## src/rtl/snn_delay_layer_cfg.sv

```systemverilog
// snn_delay_layer_cfg
// Leaky-integrate-and-fire layer: N_IN spike inputs fully connected to N_OUT
// neurons. Every synapse has a signed weight and an axonal delay of
// 0..2^DBITS-1 steps. Weights and delays come in over a byte-wide valid/ready
// configuration stream and are kept in an internal image register.
module snn_delay_layer_cfg #(
  parameter int N_IN  = 8,
  parameter int N_OUT = 2,
  parameter int WBITS = 2,
  parameter int DBITS = 2,
  parameter int VBITS = 6,
  parameter int RBITS = 2
) (
  input  logic                     clk,
  input  logic                     rst_n,
  input  logic                     cfg_start,
  input  logic                     cfg_valid,
  input  logic [7:0]               cfg_data,
  output logic                     cfg_ready,
  output logic                     cfg_done,
  input  logic                     step,
  input  logic [N_IN-1:0]          in_spikes,
  input  logic [VBITS-2:0]         threshold,
  input  logic [VBITS-2:0]         decay,
  input  logic [RBITS-1:0]         refractory_period,
  output logic [N_OUT-1:0]         out_spikes,
  output logic                     out_valid,
  output logic [N_OUT*VBITS-1:0]   membrane_out
);

  localparam int SYN_W     = WBITS + DBITS;
  localparam int N_SYN     = N_IN * N_OUT;
  localparam int CFG_BITS  = N_SYN * SYN_W;
  localparam int CFG_BYTES = (CFG_BITS + 7) / 8;
  localparam int MAXD      = (1 << DBITS) - 1;
  localparam int CNT_W     = (CFG_BYTES > 1) ? $clog2(CFG_BYTES) : 1;
  // Full-width synaptic sum: N_IN terms of up to 2^(WBITS-1) magnitude each.
  localparam int SUM_W     = WBITS + $clog2(N_IN + 1) + 1;
  localparam int ACC_W     = ((VBITS > SUM_W) ? VBITS : SUM_W) + 1;

  typedef enum logic {
    ST_CFG = 1'b0,
    ST_RUN = 1'b1
  } state_t;

  state_t                          state_q, state_d;
  logic [CNT_W-1:0]                cnt_q;
  logic [CFG_BYTES-1:0][7:0]       img_q;
  logic [CFG_BYTES*8-1:0]          img;
  logic [MAXD-1:0]                 hist_q [N_IN];
  logic [MAXD:0]                   tap    [N_IN];
  logic signed [WBITS-1:0]         w_syn  [N_SYN];
  logic [DBITS-1:0]                d_syn  [N_SYN];
  logic [N_SYN-1:0]                del_syn;
  logic                            accept;
  logic                            last_byte;
  logic                            step_run;
  logic                            out_valid_q;

  // A byte is taken only in CFG and only when no restart is requested.
  assign last_byte = (cnt_q == CNT_W'(CFG_BYTES - 1));
  assign accept    = (state_q == ST_CFG) && cfg_valid && !cfg_start;
  // A step is processed only in RUN; a restart on the same edge drops it.
  assign step_run  = (state_q == ST_RUN) && step && !cfg_start;

  // FSM state register
  always_ff @(posedge clk or negedge rst_n) begin
    if (!rst_n) state_q <= ST_CFG;
    else        state_q <= state_d;
  end

  // FSM next-state logic
  always_comb begin
    state_d = state_q;
    if (cfg_start)                state_d = ST_CFG;
    else if (accept && last_byte) state_d = ST_RUN;
  end

  // FSM outputs
  always_comb begin
    cfg_ready = (state_q == ST_CFG);
    cfg_done  = (state_q == ST_RUN);
  end

  // Byte counter: position of the next byte within the configuration image
  always_ff @(posedge clk or negedge rst_n) begin
    if (!rst_n)         cnt_q <= '0;
    else if (cfg_start) cnt_q <= '0;
    else if (accept)    cnt_q <= last_byte ? '0 : cnt_q + CNT_W'(1);
  end

  // Configuration image: not reset, survives restarts until overwritten
  always_ff @(posedge clk) begin
    if (accept) img_q[cnt_q] <= cfg_data;
  end

  assign img = img_q;

  // Per-input delay lines, shifted once per processed step
  always_ff @(posedge clk or negedge rst_n) begin
    if (!rst_n) begin
      for (int i = 0; i < N_IN; i++) hist_q[i] <= '0;
    end else if (cfg_start) begin
      for (int i = 0; i < N_IN; i++) hist_q[i] <= '0;
    end else if (step_run) begin
      for (int i = 0; i < N_IN; i++) hist_q[i] <= (hist_q[i] << 1) | MAXD'(in_spikes[i]);
    end
  end

  // Tap k of an input is the spike seen k steps ago (tap 0 = current input).
  for (genvar gi = 0; gi < N_IN; gi++) begin : g_tap
    assign tap[gi] = {hist_q[gi], in_spikes[gi]};
  end

  // Unpack synapse fields and select each synapse's delayed spike
  for (genvar gi = 0; gi < N_OUT; gi++) begin : g_syn_o
    for (genvar gj = 0; gj < N_IN; gj++) begin : g_syn_i
      localparam int S = gi * N_IN + gj;
      assign w_syn[S]   = img[S*SYN_W +: WBITS];
      assign d_syn[S]   = img[S*SYN_W + WBITS +: DBITS];
      assign del_syn[S] = tap[gj][d_syn[S]];
    end
  end

  // Step-processed strobe, one cycle after the accepted step
  always_ff @(posedge clk or negedge rst_n) begin
    if (!rst_n) out_valid_q <= 1'b0;
    else        out_valid_q <= step_run;
  end

  assign out_valid = out_valid_q;

  // Neuron datapath: leak, integrate, saturate, fire, refractory hold
  for (genvar gi = 0; gi < N_OUT; gi++) begin : g_neuron
    logic signed [VBITS-1:0] v_q, v_d;
    logic [RBITS-1:0]        refr_q, refr_d;
    logic                    spk_q, spk_d;
    logic signed [SUM_W-1:0] sum;
    logic signed [VBITS:0]   v_ext, dec_ext, lk;
    logic signed [VBITS-1:0] v_leak, v_new, thr_s;
    logic signed [ACC_W-1:0] acc;
    logic [ACC_W-VBITS:0]    acc_top;
    logic                    fire;

    // Weighted sum of this neuron's delayed spikes, at full width
    always_comb begin
      sum = '0;
      for (int i = 0; i < N_IN; i++) begin
        if (del_syn[gi*N_IN+i]) begin
          sum = sum + {{(SUM_W-WBITS){w_syn[gi*N_IN+i][WBITS-1]}}, w_syn[gi*N_IN+i]};
        end
      end
    end

    // Leak toward zero by decay without crossing zero
    always_comb begin
      v_ext   = {v_q[VBITS-1], v_q};
      dec_ext = {2'b00, decay};
      lk      = '0;
      v_leak  = '0;
      if (v_q > 0) begin
        lk     = v_ext - dec_ext;
        v_leak = (lk < 0) ? '0 : lk[VBITS-1:0];
      end else if (v_q < 0) begin
        lk     = v_ext + dec_ext;
        v_leak = (lk > 0) ? '0 : lk[VBITS-1:0];
      end
    end

    // Integrate with saturation to the signed VBITS range, then compare
    always_comb begin
      acc     = {{(ACC_W-VBITS){v_leak[VBITS-1]}}, v_leak}
              + {{(ACC_W-SUM_W){sum[SUM_W-1]}}, sum};
      acc_top = acc[ACC_W-1:VBITS-1];
      if ((&acc_top) || !(|acc_top)) v_new = acc[VBITS-1:0];
      else if (acc[ACC_W-1])         v_new = {1'b1, {(VBITS-1){1'b0}}};
      else                           v_new = {1'b0, {(VBITS-1){1'b1}}};
      thr_s = {1'b0, threshold};
      fire  = (v_new >= thr_s);
    end

    // Next-state selection for potential, spike and refractory counter
    always_comb begin
      v_d    = v_q;
      refr_d = refr_q;
      spk_d  = spk_q;
      if (cfg_start) begin
        v_d    = '0;
        refr_d = '0;
        spk_d  = 1'b0;
      end else if (step_run) begin
        if (refr_q != '0) begin
          refr_d = refr_q - RBITS'(1);
          v_d    = '0;
          spk_d  = 1'b0;
        end else if (fire) begin
          v_d    = '0;
          refr_d = refractory_period;
          spk_d  = 1'b1;
        end else begin
          v_d    = v_new;
          spk_d  = 1'b0;
        end
      end
    end

    // Neuron state registers
    always_ff @(posedge clk or negedge rst_n) begin
      if (!rst_n) begin
        v_q    <= '0;
        refr_q <= '0;
        spk_q  <= 1'b0;
      end else begin
        v_q    <= v_d;
        refr_q <= refr_d;
        spk_q  <= spk_d;
      end
    end

    assign out_spikes[gi]                = spk_q;
    assign membrane_out[gi*VBITS +: VBITS] = v_q;
  end

endmodule
```

## config.mk

```make
export PLATFORM = sky130hd
export DESIGN_NAME = snn_delay_layer_cfg
export DESIGN_NICKNAME = d
export VERILOG_FILES = /design/src/rtl/snn_delay_layer_cfg.sv
export SDC_FILE = /design/constraint.sdc
export NUM_CORES = 1
export LEC_CHECK = 0
export CAP_MARGIN = 20
export CORE_ASPECT_RATIO = 0.75
export CORE_MARGIN = 5
export CORE_UTILIZATION = 55
export DETAILED_ROUTE_END_ITERATION = 12
export PLACE_DENSITY = 0.74
export SLEW_MARGIN = 10
export SYNTH_ARGS = -nofsm -noshare
export SYNTH_HDL_FRONTEND = slang
export SYNTH_SLANG_ARGS = --single-unit
```

## constraint.sdc

```tcl
create_clock -name clk -period 13 [get_ports clk]
set_clock_uncertainty 0.15 [all_clocks]
set_input_delay 1.3 -clock clk [delete_from_list [all_inputs] [get_ports clk]]
set_output_delay 1.3 -clock clk [all_outputs]
set_load 0.05 [all_outputs]
```

# Word-level counts from Yosys, hierarchy flattened
# Index checks and enable logic that the tools add are counted.
totals:
  output_inout_bits: 17
  input_bits: 33
  regBits: 111
classes:
  magnitude_cmp: 28
  n_eq_ne: 1
  n_mux: 94
  bitwise: 9
  reduce_logical: 24
  addsub: 23
ops:
  columns: ["cell", "count"]
  rows:
  - ["$mux 6", 20]
  - ["$mux 7", 16]
  - ["$add 7x7->7", 14]
  - ["$bwmux 64", 1]
  - ["$lt 2x3->1 const B", 16]
  - ["$mux 24", 2]
  - ["$bmux 1 s2", 16]
  - ["$mux 1", 26]
  - ["$demux 8 s3", 1]
  - ["$or 3x1->3", 8]
  - ["$add 6x7->8", 2]
  - ["$mux 2", 8]
  - ["$add 6x6->7", 2]
  - ["$gt 7x1->1 const B", 2]
  - ["$lt 7x1->1 const B", 2]
  - ["$sub 6x6->7", 2]
  - ["$ge 6x6->1", 2]
  - ["$gt 6x1->1 const B", 2]
  - ["$lt 6x1->1 const B", 2]
  - ["$reduce_bool 2->1", 5]
  - ["$mux 3", 3]
  - ["$mux 8", 1]
  - ["$logic_and 1x1->1", 6]
  - ["$reduce_and 3->1", 2]
  - ["11 further kinds", 18]

# Logic depth before layout (Yosys ltp)
depth:
  word_depth: 27
  depth_mapped: 60

# Worst setup path after synthesis
# No wires, ideal clock.
synth_timing:
  path_type: "input to register"
  startpoint: "in in_spikes[0]"
  endpoint: "reg g_neuron[0].refr_q[0]"
  arrival_time_ns: 12.236
  setup_ns: 0.078
  setup_slack_ns: 0.536
  cell_stages: 58
  path_buffers: 0
  cell_sequence: "mux4_2 -> and2_2 -> ha_1 -> inv_1 -> fa_1 -> or2b_1 -> nand2_1 -> inv_1 -> fa_1 -> fa_1 -> nand2_1 -> nand2_1 -> inv_1 -> ha_1 -> nand2_1 -> o21ai_0 -> nor2_1 -> mux2_2 -> [22 not listed] -> xnor3_1 -> xnor3_1 -> ha_1 -> inv_1 -> nor2_1 -> a22o_1 -> a31o_2 -> a21oi_1 -> nor2_1 -> or2_2 -> ha_1 -> nand2b_1 -> a21o_1 -> a21oi_1 -> o21ai_0 -> a31oi_1 -> or3_1 -> a21oi_1"
synth_between:
  elab_chain_len: 25
  word_cells_on_any_way: 27
  cone_classes: "add/sub (8); order compare (1); mux (12); reduce/logical (6)"
synth_rtl:
  columns: ["item", "line", "rtl"]
  rows:
  - ["from (decl)", "22", "input logic [N_IN-1:0] in_spikes,"]
  - ["$bmux 1 s2 (*)", "121", "assign del_syn[S] = tap[gj][d_syn[S]];"]
  - ["$mux 1 (not written as such) (*)", "121", null]
  - ["$mux 7 (*)", "149", "if (del_syn[gi*N_IN+i]) begin"]
  - ["$add 7x7->7", "150", "sum = sum + {{(SUM_W-WBITS){w_syn[gi*N_IN+i][WBITS-1]}}, w_syn[gi*N_IN+i]};"]
  - ["$mux 7 (*)", "149", null]
  - ["$add 7x7->7", "150", null]
  - ["$mux 7 (*)", "149", null]
  - ["$add 7x7->7", "150", null]
  - ["[9 not listed]", null, null]
  - ["$add 6x7->8 (*)", "173", "+ {{(ACC_W-SUM_W){sum[SUM_W-1]}}, sum};"]
  - ["$reduce_or 3->1", "175", "if ((&acc_top) || !(|acc_top)) v_new = acc[VBITS-1:0];"]
  - ["$logic_not 1->1", "175", null]
  - ["$logic_or 1x1->1", "175", null]
  - ["$mux 6 (*)", "175", null]
  - ["$ge 6x6->1 (*)", "179", "fire = (v_new >= thr_s);"]
  - ["$reduce_bool 3->1 (no line) (*)", null, null]
  - ["$reduce_and 2->1 (no line) (*)", null, null]
  - ["to (signal assigned)", "215", "refr_q <= refr_d;"]
  - ["to (decl)", "136", "logic [RBITS-1:0] refr_q, refr_d;"]
# Every way passes the cells marked *; elsewhere a longest branch is shown, timed or not. The select of a mux whose other input is x is not followed.
# A chain may end at the register's enable or synchronous reset.

# Worst setup path in the final report
# Ends and elaborated chain as after synthesis.

==> flow_metrics.tcl <==
set metrics [dict create \
    via_per_inst 5.85 \
    gp_congestion 0.870 \
    wire_per_inst_um 17.0 \
    finalCriticalPeriod_ns 12.45 \
    ys_warn_count 0 \
    drtPass1Iterations 5 \
    cts_hold_buf 0 \
    p_leak_nw 5.22 \
    die_area_um2 21800 \
    h-tree-depth 3 \
    p_per_area_nw_per_um2 76.5 \
    synth_cell_types 74 \
    via_count 8539 \
    finalHoldViolCount 0 \
    tritoncts "yes" \
    hpwlAfterDp_um 19100 \
    root_buffer "clkbuf_16" \
    insertion_delay_ns 0.36 \
    critical-path-slowest-cell "mux4_2" \
    drc 0 \
    dpl_cell_area_um2 11500 \
    layout.area.seq_um2 3100 \
    tightest_slew_ns 1.05 \
    layout-drive-gt1-share 0.138 \
    finalSetupTns_ns 0 \
    fin_area_um2 12000 \
    multi_input_area_um2 6970 \
    switching_power_w 0.000271 \
    layoutNonFillerInstCount 1459 \
    swShare 0.296 \
    arrival_ns 12.59 \
    ios 50 \
    p_clk_frac 0.324 \
    grt_pass1_vias 7988 \
    synthArstFlopShare 0.423 \
    r2r_setup_slack_ns 1.49 \
    synth.cell_area_um2 10400 \
    worstPathRequired_ns 13.14 \
    antenna_left 0 \
    pwr-share-comb 0.264 \
    crit_type "primary input to flop" \
    grt_usage 0.228 \
    grt_pass1_wl_um 40400 \
    avgSynthCellArea_um2 9.34 \
    die_height_um 129 \
    fillers 1507 \
    drtIter0Drc 587 \
    clockBufferDepth 2 \
    ys.flop_type "edfxtp_1" \
    cts_buffers 9 \
    status "complete, no violations" \
    seqPwrFrac 0.413 \
    layout_commonest_cell "nand2_1" \
    syn-instance-count 1114 \
    port_buffers 49 \
    hp-class "flop to flop" \
    grt_max_degree 48 \
    place_inst 1436 \
    yosysSeqAreaShare 0.298 \
    fin_ws_ns 0.546 \
    pre_cts_slack_ns -0.561 \
    synth_nets 1291 \
    gr-total-overflow 0 \
    core_area_um2 18600 \
    start_kind "primary input" \
    path_clk_slew_ns 0.08 \
    synth_edf_count 64 \
    synth_seq_cells 111 \
    floorplan.rows 43 \
    drv_slew 0 \
    crit_fanout 5 \
    antenna_found_initial 0 \
    start_util 0.560 \
    mostFrequentLayoutCells "nand2_1 (128), ha_1 (117), a21oi_1 (95), inv_1 (95), nor2_1 (79)" \
    cts_sinks 111 \
    fp.dieW_um 169 \
    ir_drop_mv 0.0837 \
    final_nets 1384 \
    max-cap-violations 0 \
    internal_power_w 0.000644 \
    slew_headroom 0.301 \
    wl_um 24800 \
    setup_violations 0 \
    insertedDiodeCount 0 \
    fin_util 0.645 \
    slowest_delay_ns 0.52 \
    period_share 0.958 \
    max_freq_mhz 80.3 \
    worst_setup_path_end_kind "flop" \
    area_growth_pct 15.0 \
]
-- Yosys cell counts (all sizes together), types with 6 or more instances --
cell,count,share of area
a211oi,12,0.0087
a21o,24,0.017
a21oi,102,0.049
a221oi,6,0.0063
a22o,6,0.0051
a31oi,16,0.011
and2,11,0.0069
buf,6,0.0038
clkbuf,17,0.0061
dfrtp,47,0.11
edfxtp,64,0.18
fa,24,0.046
ha,120,0.14
inv,96,0.035
mux2,16,0.019
mux2i,12,0.014
mux4,16,0.035
nand2,129,0.047
nand2b,27,0.016
nand3,11,0.0053
nand3b,10,0.011
nor2,79,0.029
nor2b,18,0.011
nor3,13,0.0063
nor3b,8,0.0058
o21a,25,0.018
o21ai,55,0.026
o21bai,16,0.012
o22ai,8,0.0048
or2,11,0.0066
or3,6,0.0036
xnor2,25,0.021
xor2,17,0.014
-- what timing repair did --
action / in CTS / in global routing
setup endpoints to repair: 6 / 16
setup buffers: 1 / 6
endpoints found under the hold margin: 0 / 0
cloned: 0 / 0
pin swaps: 1 / 16
resized for setup: 4 / 36
-- path summary, 6_finish.rpt --
| check | start | depth (start not counted) | to |
|---|---|---|---|
| worst max-delay path | in_spikes[0] | 59 | g_neuron[0].refr_q[0]$_DFFE_PN0P_ |
| worst min-delay path | g_neuron[0].spk_q$_DFFE_PN0P_ | 1 | g_neuron[0].spk_q$_DFFE_PN0P_ |
| worst max register to register | hist_q[22]$_DFFE_PN0P_ | 58 | g_neuron[0].refr_q[0]$_DFFE_PN0P_ |
| worst min register to register | g_neuron[0].spk_q$_DFFE_PN0P_ | 1 | g_neuron[0].spk_q$_DFFE_PN0P_ |
| max in group asynchronous | rst_n | 2 | g_neuron[1].v_q[4]$_DFFE_PN0P_ |
| min in group asynchronous | rst_n | 2 | hist_q[22]$_DFFE_PN0P_ |
-- area by class of cell --
type / instances / share of cell area
clock inverter: 6 / 0.00711
tap: 247 / 0.0258
multi-input combinational: 882 / 0.582
inverter: 98 / 0.0308
clock buffer: 10 / 0.0191
sequential: 111 / 0.259
timing repair buffer: 105 / 0.0757
-- worst max-delay path, delay by kind of cell --
kind / cells / cell delay, ns
XOR/XNOR: 4 / 0.85
multiplexers: 3 / 1.05
buffers and inverters: 6 / 0.88
AO/OA/AOI/OAI: 20 / 2.74
adder cells (fa/ha/maj): 11 / 3.39
AND/OR/NAND/NOR: 15 / 2.37
-- layer usage --
layer / vias up / wire, µm / track usage
met2: 187 / 11000 / 0.350
met4: 0 / 216 / 0.0458
met1: 4105 / 12400 / 0.351
met3: 17 / 1200 / 0.0244
met5: - / 0 / 0
li1: 4230 / - / -
-- power groups by stage --
stage | Clock, W | Sequential [W] | Combinational [W]
after global routing | 0.000315 | 0.000378 | 0.000266
after CTS | 0.000299 | 0.000378 | 0.000229
final | 0.000296 | 0.000378 | 0.000241
after detailed placement | 0 | 0.000386 | 0.000223
after floorplan | 0 | 0.000385 | 0.000146
after global placement | 0 | 0.000385 | 0.000218
-- flip-flops by register name (all words and copies together) (netlist names) --
name,count
g_neuron.refr_q,4
cnt_q,3
g_neuron.spk_q,2
hist_q,24
d_syn,32
img,32
out_valid,1
g_neuron.v_q,12
cfg_done,1
-- logic make-up (layout without fill, tap and decap cells) --
logic type	Yosys count	in the layout	share of synthesized area
adders and majority gates	144	144	0.191
buffers and inverters	121	219	0.0455
and+or+nand+nor	332	332	0.154
AOI/OAI and AO/OA	316	316	0.201
DFF	111	111	0.298
xor gates and xnor gates	46	46	0.0440
muxes	44	44	0.0674
-- per-stage QoR --
stage | total power [W] | hold WS, ns
3_5_place_dp | 0.000609 | 0.347
4_1_cts | 0.000905 | 0.369
6_report | 0.000916 | 0.370
2_1_floorplan | 0.000531 | 0.317
5_1_grt | 0.000959 | 0.386
3_3_place_gp | 0.000603 | 0.352
No activity file was read; power rests on OpenSTA's default activity.
==> patch (same flow settings) <==
Change the parameter `VBITS` from 6 to 3.
--- a/src/rtl/snn_delay_layer_cfg.sv
+++ b/src/rtl/snn_delay_layer_cfg.sv
@@ -8,7 +8,7 @@
   parameter int N_OUT = 2,
   parameter int WBITS = 2,
   parameter int DBITS = 2,
-  parameter int VBITS = 6,
+  parameter int VBITS = 3,
   parameter int RBITS = 2
 ) (
   input  logic                     clk,
Interface: changed (resized decay, membrane_out and threshold); port bits go from 50 to 38. No check against the original RTL was run, so the function may have changed too.
==> patch against the unedited design <==
Critical path depth fell by 13; global-route usage is 0.53 points lower; core utilization decreased by 2.8 points; via count is 12% lower; cell area shrank 13%; routed wire length shrank 11%; total power shrank 14%; setup slack improved by 0.090 ns; synthesized area shrank 8.5%; worst hold slack improved by 0.026 ns; sequential cell count shrank 6; fmax rose by 0.73%; register-to-register slack gained 0.14 ns.
==> patch: results (changes against the unedited design) <==
- Outcome: finished, final reports clean
- Met3 GRT Util: 3.37% (+0.93 points)
- Hold Path Sink: g_neuron[1].spk_q
- Worst reg2reg path depth: 45 (-22%)
- Clock power share: 34.2% (+1.8 points)
- Dpl hpwl: 16,900 µm (-11%)
- DRT met1 WL: 11,300 µm (-9.4%)
- Pre-CTS WS: 0.00574 ns (+0.567 ns)
- Post-Syn Instances: 1,014 (-9.0%)
- Post-synth ARST share: 39.0% (-3.3 points)
- Top post-synthesis cells by area: edfxtp_1, ha_1, dfrtp_1
- Reg2reg end: g_neuron[1].v_q[0]
- Slew HR: 30.3% (+0.22 points)
- Total GRT Usage: 22.2% (-0.53 points)
- Critical R2R Launch: hist_q[23]
- Post_cts resized: 0 (-4)
- Net Switching: 0.000223 W (-18%)
- Post-Place Cells: 1,242 (-14%)
- Hold Path Origin: g_neuron[1].spk_q
- Reg2Reg Setup Slack: 1.63 ns (+0.14 ns)
- CP max stage delay: 0.54 ns (+0.02 ns)
- GRT met2 Usage: 33.3% (-1.7 points)
- Vias in the first global route: 7,117 (-11%)
- Seq/Total Area, Yosys: 31.0% (+1.2 points)
- WL/cell: 17.4 µm (+2.5%)
- Fin cells: 1,260 (-14%)
- Fillers: 1,422 (-5.6%)
- PwrDens: 75.3 nW/µm² (-1.6%)
- Worst Hold Slack: 0.395 ns (+0.0258 ns)
- Worst hold path depth: 2 (+1)
- Met3 routed WL: 1160 µm (-3.6%)
- Max FO, Critical Path: 8 (+3)
- Insertion delay to the later sink of the worst-skew pair: 0.34 ns (-0.02 ns)
- Layout cell share with drive strength beyond 1: 9.19% (-4.6 points)
- Sequential share of power: 45.7% (+4.4 points)
- DR WL met2: 9370 µm (-15%)
- Leakage power: 4.36 nW (-16%)
## patch: cell types whose count changed after synthesis, sizes merged, moves of 13 or more
cell,before,now
a21o,24,11
nor2,79,66
nand2,129,112
ha,120,102
## patch: final cells by class
cell class	instances	area, µm²	area share, %
Tap cell	215	269	2.58
Timing Repair Buffer	42	400	3.84
Clock inverter	7	81.3	0.779
Clock buffer	9	225	2.16
Inverter	89	334	3.20
Multi-Input combinational cell	793	6180	59.2
Sequential cell	105	2950	28.2
## patch: kinds of logic (layout without fill, tap and decap cells)
logic type / after synthesis / count (layout) / synth area share (%)
buffers and inverters: 116 / 147 / 4.75
flip-flops: 105 / 105 / 31.0
multiplexers: 41 / 41 / 6.77
AND/OR/NAND/NOR: 312 / 312 / 16.3
AO/OA/AOI/OAI: 275 / 275 / 18.7
adder cells (fa/ha/maj): 126 / 126 / 18.5
XOR/XNOR: 39 / 39 / 4.04
